--- config.mk ---
export PLATFORM = sky130hd
export DESIGN_NAME = decode_issue_stage
export DESIGN_NICKNAME = d
export VERILOG_FILES = /design/src/rtl/decode_issue_stage.sv
export SDC_FILE = /design/constraint.sdc
export NUM_CORES = 1
export LEC_CHECK = 0
export ABC_CLOCK_PERIOD_IN_PS = 14300
export CORE_MARGIN = 2
export CORE_UTILIZATION = 54
export DETAILED_ROUTE_END_ITERATION = 10
export PLACE_DENSITY = 0.86
export SKIP_CTS_REPAIR_TIMING = 1
export SKIP_LAST_GASP = 1
export SLEW_MARGIN = 10
export SYNTH_ARGS = -nofsm -noshare
export SYNTH_HDL_FRONTEND = slang
export SYNTH_SLANG_ARGS = --single-unit
--- constraint.sdc ---
create_clock -name clk -period 14.3 [get_ports clk]
set_clock_uncertainty 0.2 [all_clocks]
set_input_delay 3.575 -clock clk [delete_from_list [all_inputs] [get_ports clk]]
set_output_delay 3.575 -clock clk [all_outputs]
set_load 0.01 [all_outputs]
--- src/rtl/decode_issue_stage.sv ---
// RV32I decode/issue stage: decodes one instruction into a registered slot and
// holds it back while a busy-bit scoreboard reports a pending register write.
module decode_issue_stage #(
  parameter int XLEN = 32,
  parameter int NREG = 32
) (
  input  logic            clk,
  input  logic            reset,
  input  logic            in_valid,
  output logic            in_ready,
  input  logic [31:0]     in_instr,
  input  logic [XLEN-1:0] in_pc,
  output logic            out_valid,
  input  logic            out_ready,
  output logic [XLEN-1:0] out_pc,
  output logic [4:0]      rs1_index,
  output logic [4:0]      rs2_index,
  output logic [4:0]      rd_index,
  output logic            rd_we,
  output logic [XLEN-1:0] imm,
  output logic [3:0]      op_class,
  output logic            illegal,
  input  logic            wb_valid,
  input  logic [4:0]      wb_rd,
  input  logic            flush
);

  localparam logic [3:0] OC_LUI     = 4'd0;
  localparam logic [3:0] OC_AUIPC   = 4'd1;
  localparam logic [3:0] OC_JAL     = 4'd2;
  localparam logic [3:0] OC_JALR    = 4'd3;
  localparam logic [3:0] OC_BRANCH  = 4'd4;
  localparam logic [3:0] OC_LOAD    = 4'd5;
  localparam logic [3:0] OC_STORE   = 4'd6;
  localparam logic [3:0] OC_OPIMM   = 4'd7;
  localparam logic [3:0] OC_OP      = 4'd8;
  localparam logic [3:0] OC_SYS     = 4'd9;
  localparam logic [3:0] OC_ILLEGAL = 4'd15;

  logic [6:0]  dec_opcode;
  logic [4:0]  dec_rs1;
  logic [4:0]  dec_rs2;
  logic [4:0]  dec_rd;
  logic [3:0]  dec_class;
  logic [31:0] dec_imm32;
  logic        dec_rs1_used;
  logic        dec_rs2_used;
  logic        dec_writes;
  logic        dec_rd_we;
  logic        dec_illegal;

  logic [NREG-1:0] busy_q, busy_d;
  logic [NREG-1:0] wb_mask;
  logic [NREG-1:0] busy_eff;
  logic            hazard;
  logic            accept;

  logic            out_valid_q, out_valid_d;
  logic [XLEN-1:0] out_pc_q, out_pc_d;
  logic [4:0]      rs1_index_q, rs1_index_d;
  logic [4:0]      rs2_index_q, rs2_index_d;
  logic [4:0]      rd_index_q, rd_index_d;
  logic            rd_we_q, rd_we_d;
  logic [XLEN-1:0] imm_q, imm_d;
  logic [3:0]      op_class_q, op_class_d;
  logic            illegal_q, illegal_d;

  assign dec_opcode = in_instr[6:0];
  assign dec_rs1    = in_instr[19:15];
  assign dec_rs2    = in_instr[24:20];
  assign dec_rd     = in_instr[11:7];

  // Full 7-bit opcode match also rejects encodings whose low bits are not 2'b11.
  always_comb begin
    dec_class    = OC_ILLEGAL;
    dec_imm32    = '0;
    dec_rs1_used = 1'b0;
    dec_rs2_used = 1'b0;
    dec_writes   = 1'b0;
    case (dec_opcode)
      7'b0110111: begin
        dec_class  = OC_LUI;
        dec_imm32  = {in_instr[31:12], 12'b0};
        dec_writes = 1'b1;
      end
      7'b0010111: begin
        dec_class  = OC_AUIPC;
        dec_imm32  = {in_instr[31:12], 12'b0};
        dec_writes = 1'b1;
      end
      7'b1101111: begin
        dec_class  = OC_JAL;
        dec_imm32  = {{11{in_instr[31]}}, in_instr[31], in_instr[19:12],
                      in_instr[20], in_instr[30:21], 1'b0};
        dec_writes = 1'b1;
      end
      7'b1100111: begin
        dec_class    = OC_JALR;
        dec_imm32    = {{20{in_instr[31]}}, in_instr[31:20]};
        dec_rs1_used = 1'b1;
        dec_writes   = 1'b1;
      end
      7'b1100011: begin
        dec_class    = OC_BRANCH;
        dec_imm32    = {{19{in_instr[31]}}, in_instr[31], in_instr[7],
                        in_instr[30:25], in_instr[11:8], 1'b0};
        dec_rs1_used = 1'b1;
        dec_rs2_used = 1'b1;
      end
      7'b0000011: begin
        dec_class    = OC_LOAD;
        dec_imm32    = {{20{in_instr[31]}}, in_instr[31:20]};
        dec_rs1_used = 1'b1;
        dec_writes   = 1'b1;
      end
      7'b0100011: begin
        dec_class    = OC_STORE;
        dec_imm32    = {{20{in_instr[31]}}, in_instr[31:25], in_instr[11:7]};
        dec_rs1_used = 1'b1;
        dec_rs2_used = 1'b1;
      end
      7'b0010011: begin
        dec_class    = OC_OPIMM;
        dec_imm32    = {{20{in_instr[31]}}, in_instr[31:20]};
        dec_rs1_used = 1'b1;
        dec_writes   = 1'b1;
      end
      7'b0110011: begin
        dec_class    = OC_OP;
        dec_rs1_used = 1'b1;
        dec_rs2_used = 1'b1;
        dec_writes   = 1'b1;
      end
      7'b0001111, 7'b1110011: begin
        dec_class = OC_SYS;
      end
      default: ;
    endcase
  end

  assign dec_illegal = (dec_class == OC_ILLEGAL);
  assign dec_rd_we   = dec_writes && (dec_rd != 5'd0);

  // A writeback landing this cycle frees its register for the hazard check.
  assign wb_mask  = wb_valid ? (NREG'(1) << wb_rd) : '0;
  assign busy_eff = busy_q & ~wb_mask;

  assign hazard = in_valid && (
                    (dec_rs1_used && (dec_rs1 != 5'd0) && busy_eff[dec_rs1]) ||
                    (dec_rs2_used && (dec_rs2 != 5'd0) && busy_eff[dec_rs2]) ||
                    (dec_rd_we && busy_eff[dec_rd]));

  assign in_ready = !reset && !flush && !hazard && (!out_valid_q || out_ready);
  assign accept   = in_valid && in_ready;

  // Clears (writeback, flushed slot) go first so a same-cycle issue set wins.
  always_comb begin
    busy_d = busy_q & ~wb_mask;
    if (flush && out_valid_q && rd_we_q) begin
      busy_d[rd_index_q] = 1'b0;
    end
    if (accept && dec_rd_we) begin
      busy_d[dec_rd] = 1'b1;
    end
    busy_d[0] = 1'b0;
  end

  always_comb begin
    out_valid_d = out_valid_q;
    out_pc_d    = out_pc_q;
    rs1_index_d = rs1_index_q;
    rs2_index_d = rs2_index_q;
    rd_index_d  = rd_index_q;
    rd_we_d     = rd_we_q;
    imm_d       = imm_q;
    op_class_d  = op_class_q;
    illegal_d   = illegal_q;
    if (flush) begin
      out_valid_d = 1'b0;
    end else if (accept) begin
      out_valid_d = 1'b1;
      out_pc_d    = in_pc;
      rs1_index_d = dec_rs1;
      rs2_index_d = dec_rs2;
      rd_index_d  = dec_rd;
      rd_we_d     = dec_rd_we;
      imm_d       = XLEN'($signed(dec_imm32));
      op_class_d  = dec_class;
      illegal_d   = dec_illegal;
    end else if (out_valid_q && out_ready) begin
      out_valid_d = 1'b0;
    end
  end

  always_ff @(posedge clk) begin
    if (reset) begin
      busy_q      <= '0;
      out_valid_q <= 1'b0;
      out_pc_q    <= '0;
      rs1_index_q <= '0;
      rs2_index_q <= '0;
      rd_index_q  <= '0;
      rd_we_q     <= 1'b0;
      imm_q       <= '0;
      op_class_q  <= '0;
      illegal_q   <= 1'b0;
    end else begin
      busy_q      <= busy_d;
      out_valid_q <= out_valid_d;
      out_pc_q    <= out_pc_d;
      rs1_index_q <= rs1_index_d;
      rs2_index_q <= rs2_index_d;
      rd_index_q  <= rd_index_d;
      rd_we_q     <= rd_we_d;
      imm_q       <= imm_d;
      op_class_q  <= op_class_d;
      illegal_q   <= illegal_d;
    end
  end

  assign out_valid = out_valid_q;
  assign out_pc    = out_pc_q;
  assign rs1_index = rs1_index_q;
  assign rs2_index = rs2_index_q;
  assign rd_index  = rd_index_q;
  assign rd_we     = rd_we_q;
  assign imm       = imm_q;
  assign op_class  = op_class_q;
  assign illegal   = illegal_q;

endmodule

==> Yosys cells after proc, flatten, opt, wreduce, memory -nomap -nowiden <==
Cells that the tools add are included.
{ "totals": {"ff_bits": 118, "output_inout_bits": 87, "input_bits": 75} }
{ "op_classes": {"n_shift": 1, "magnitude_cmp": 6, "n_eq_ne": 12, "n_reduce_logical": 36, "n_bitwise": 6, "mux": 20} }
{ "ops": {"columns": ["cell", "n"], "rows": [
  ["$pmux W32 S5", 1],
  ["$mux W32", 3],
  ["$and A32 B32 Y32", 2],
  ["$not A32 Y32", 2],
  ["$pmux W4 S10", 1],
  ["$or A32 B32 Y32", 1],
  ["$shl A1 B5 Y32 const A", 1],
  ["$eq A7 B7 Y1 const B", 4],
  ["$lt A5 B6 Y1 const B", 4],
  ["$eq A7 B6 Y1 const B", 3],
  ["$logic_and A1 B1 Y1", 17],
  ["$bmux W1 S5", 3],
  ["$reduce_bool A5 Y1", 3],
  ["$eq A7 B5 Y1 const B", 2],
  ["$demux W1 S5", 2],
  ["$ge A5 B1 Y1 const B", 2],
  ["$mux W1", 10],
  ["$eq A7 B2 Y1 const B", 1],
  ["$eq A7 B4 Y1 const B", 1],
  ["$reduce_or A7 Y1", 1],
  ["$reduce_or A2 Y1", 3],
  ["$reduce_or A3 Y1", 2],
  ["$reduce_or A6 Y1", 1],
  ["$eq A4 B4 Y1 const B", 1],
  ["other kinds (5)", 10]
]} }

==> Longest topological paths before layout <==
{ "logic_depth": {"depth_word": 16, "depth_mapped": 12, "depth_no_buf": 8} }

==> Worst setup path before layout <==
Ideal clock, no wire load.
{ "synth_timing": {"path_type": "input to output", "startpoint": "input wb_rd[0]", "endpoint": "output in_ready", "cell_stages": 11, "path_slack_ps": 4429, "t_arrival_ps": 6096, "path_cell_list": "clkbuf_1 -> or4b_1 -> o21a_1 -> or3_1 -> a21oi_1 -> o22ai_1 -> a221oi_2 -> buf_2 -> buf_2 -> nand3_1 -> a21boi_0"} }
{ "synth_via": {"elab_chain_len": 13} }
{ "synth_lines": {"columns": ["element", "line_no", "rtl"], "rows": [
  ["start, declared", "24", "input logic [4:0] wb_rd,"],
  ["$shl A1 B5 Y32 (*)", "145", "assign wb_mask = wb_valid ? (NREG'(1) << wb_rd) : '0;"],
  ["$mux W32 (*)", "145", null],
  ["$not A32 Y32 (*)", "146", "assign busy_eff = busy_q & ~wb_mask;"],
  ["$and A32 B32 Y32 (*)", "146", null],
  ["$bmux W1 S5 (on tied branches)", "149, 150", null],
  ["$mux W1 (on tied branches)", "149, 150", null],
  ["$logic_and A1 B1 Y1 (on tied branches)", "149, 150", null],
  ["$logic_or A1 B1 Y1", "149", "(dec_rs1_used && (dec_rs1 != 5'd0) && busy_eff[dec_rs1]) ||"],
  ["$logic_or A1 B1 Y1 (*)", "150", "(dec_rs2_used && (dec_rs2 != 5'd0) && busy_eff[dec_rs2]) ||"],
  ["$logic_and A1 B1 Y1 (*)", "148", "assign hazard = in_valid && ("],
  ["$logic_not A1 Y1 (*)", "153", "assign in_ready = !reset && !flush && !hazard && (!out_valid_q || out_ready);"],
  ["$logic_and A1 B1 Y1 (*) (2 in series)", "153", null],
  ["end, declared", "10", "output logic in_ready,"]
]} }
Mark *: on every way between the ends. The rest lies on a longest branch, timed or not. The select of a mux whose other input is x is not followed.

==> Final worst setup path <==
Ends and elaborated chain as after synthesis.

==> results by group <==
Run status
  – Status: complete, no violations

Run
  – Max-capacitance violation count: 0

Floorplanning
  – Initial Util: 0.549
  – Die area: 0.0131 mm²
  – Core Region: 0.0120 mm²
  – Num ports: 162
  – Die height: 114 µm
  – # rows: 40
  – Die W: 114 µm

Timing
  – Setup violators final: 0
  – RSZ-0062 raised after global routing: no
  – Sum Neg Setup Slack: 0 ps
  – Final Worst Setup Slack: 3110 ps
  – Tcrit/Tclk final: 0.783
  – Min cycle time layout: 11190 ps
  – Relative slew slack: 0.181
  – Worst-Margin Slew: 1230 ps
  – Final max-slew violation count: 0
  – Max Freq: 89.4 MHz
  – Final Hold Fails: 0

Synth
  – Flops & latches, synth: roughly 120
  – Yosys warnings: 0
  – Synthesized Nets: 828
  – Post-synth cell types: between 60 and 70
  – Post-synth EDFFs: 0
  – Avg Inst Size Synth: 8.72 µm²
  – Top FF cell, synth: dfxtp_1
  – Area of the mapped netlist: 0.00657 mm²
  – Async S/R FF share, synth: 0
  – Cells after synthesis: 753
  – Sequential fraction of the synthesis area: 0.357

Setup path
  – Worst Reg-to-Reg Cells: 8
  – Worst endpoint data arrival time: 7420 ps
  – R2R Path End: out_pc[12]
  – Crit Path Category: in2out
  – Crit-path max FO: 29
  – Crit path launch: wb_rd[0]
  – Crit path capture type: output port
  – Worst flop-to-flop path startpoint: busy_q[4]
  – Startpoint types: primary input
  – Worst-case register-to-register setup slack: just over 10000 ps
  – WP data required: between 10000 and 15000 ps

Hold path
  – WHS Path Cells: 2
  – Worst hold start: rs2_index[1]
  – Hold Path Sink: rs2_index[1]
  – Hold Path Class: reg2reg

Routing
  – DRC: 0
  – DR WL/cell: 22.7 µm
  – Vias per inst: 6.73
  – Drt pass-1 iters: 6
  – Final ANT Viol Nets: 0
  – Via count: 6944
  – Initial drt markers: between 900 and 1000
  – Final WL: 23500 µm

CTS
  – Clock Sinks: 117
  – Clock Tree Buf Depth: 2
  – CTS Buf Count: 17
  – H-tree depth: 4
  – Clk_lat worst skew: 420 ps
  – Reg clk slew, reported paths: around 50 ps
  – CTS tree: yes
  – Clk root buf: clkbuf_16

Placement
  – Port bufs: roughly 160
  – Routability cong.: between 0.9 and 1
  – DP Worst Slack: between 3000 and 4000 ps
  – DP Area: 0.00813 mm²
  – HPWL after DPL: between 15000 and 20000 µm
  – Placed Instances: roughly 1000

GRT
  – Initial antenna violation count: 0
  – Gr usage total: 0.348
  – Largest net degree at the start of global routing: 79
  – Remaining Overflow, GRT: 0
  – Global-route wire length before repair: ~36000 µm
  – Vias in the first global route: 6501

Power and ir drop
  – Max VDD drop: 0.0000969 V
  – Total Power: 0.886 mW
  – P per Cell Area: 102 mW/mm²
  – Leakage: approximately 3.1 nW

Finish
  – Fin cells: 1032
  – Fin area: 0.00870 mm²
  – Nets: 948
  – Area growth syn-to-layout: 32.5%
  – ANT cells: 0
  – Layout cells sized above 1: 0.113
[worst max-delay path: stages]
cell and delay, ps:
clkdlybuf4s50_1 560, nand4bb_1 410, o21ai_0 640, o2111ai_1 160, and4_1 230, nor4_1 400, or3_1 180, buf_4 310
nand3_1 110, a21boi_0 240, clkdlybuf4s50_1 590
[worst max-delay path by stage]
stage / to / slack [ps] / depth (start not counted)
finish: in_ready / 3110 / 11
global route: in_ready / 3000 / 11
CTS: in_ready / 3260 / 11
detailed placement: in_ready / 3300 / 11
global placement: in_ready / 3420 / 10
floorplan: in_ready / 4430 / 11
[report_power, final]
part | internal [mW] | switching [mW]
sequential | 0.339 | 0.00869
clock | 0.252 | 0.152
combinational | 0.0658 | 0.0681
total | 0.657 | 0.229
[metal layers]
metal	GRT usage	vias to the layer above	wire, µm
met5	0	-	0
met4	0.136	0	696
li1	-	3121	-
met2	0.572	490	11000
met1	0.442	3265	9300
met3	0.0858	68	2430
[cell families (layout without fill, tap and decap cells)]
family                    after synthesis  count (layout)  synth area share
AOI/OAI and AO/OA                     252             252             0.272
DFF                                   117             117             0.357
and+or+nand+nor                       243             243             0.210
buffers and inverters                  73             205            0.0471
muxes                                  67              67             0.113
xor gates and xnor gates                1               1           0.00133
[cell type report]
class	count	area, µm²
clock buffer	20	467
clock inverter	11	100
fill	859	3260
inverter	7	26.3
multi-input combinational	563	3930
sequential	117	2340
tap	147	184
timing repair buffer	167	1650
[layout by cell type, fill, tap and decap left out, types with 12 or more instances in the layout]
cell               n
a211o_1           26
a211oi_1          27
a21oi_1           28
a31oi_1           26
clkbuf_16         17
clkdlybuf4s50_1  160
dfxtp_1          117
mux2_2            45
mux2i_1           21
nand2_1           37
nand2b_1          25
nand3_1           18
nor2_1            35
nor2b_1           50
nor3_1            14
o211ai_1          15
o21ai_0           47
o41ai_1           24
or3_1             12
[stage by stage]
stage               utilization  hold WS [ps]
floorplan                     -           296
global placement          0.679           251
detailed placement        0.679           261
CTS                       0.727           280
global route              0.727           298
finish                    0.727           278
[sequential cells by signal, summed over array words and instances (netlist names)]
register and flops:
busy_q 31, imm 32, out_valid 1, rs2_index 5, out_pc 32, op_class 4, rd_index 5, rs1_index 5
illegal 1, rd_we 1
[synth_stat cells, drive strengths merged, types with 3 or more instances]
cell       n  area share
nand3     19       0.015
nor2b     50       0.048
nor3      16       0.014
o211ai    15       0.017
or3       12       0.011
nand2     37       0.021
nor4       4      0.0038
or2        6      0.0057
o21a       7      0.0080
clkbuf    44       0.025
a21oi     28       0.021
nand2b    25       0.024
nor2      35       0.020
a211oi    27       0.031
nor3b      7      0.0080
o41ai     24       0.032
nand4bb    3      0.0051
nand4      5      0.0048
nand4b     3      0.0040
o21ai     48       0.037
mux2      45       0.077
a22oi     11       0.013
inv        7      0.0040
nand3b     4      0.0046
a31oi     26       0.025
o31ai      3      0.0034
o211a      3      0.0046
buf       22       0.018
and3       4      0.0038
dfxtp    117        0.36
a211o     26       0.035
a21o       3      0.0034
o311a      3      0.0046
mux2i     21       0.032
or3b       6      0.0080
o2111ai    7      0.0093
Note: power is estimated with default switching activity, not from simulation.
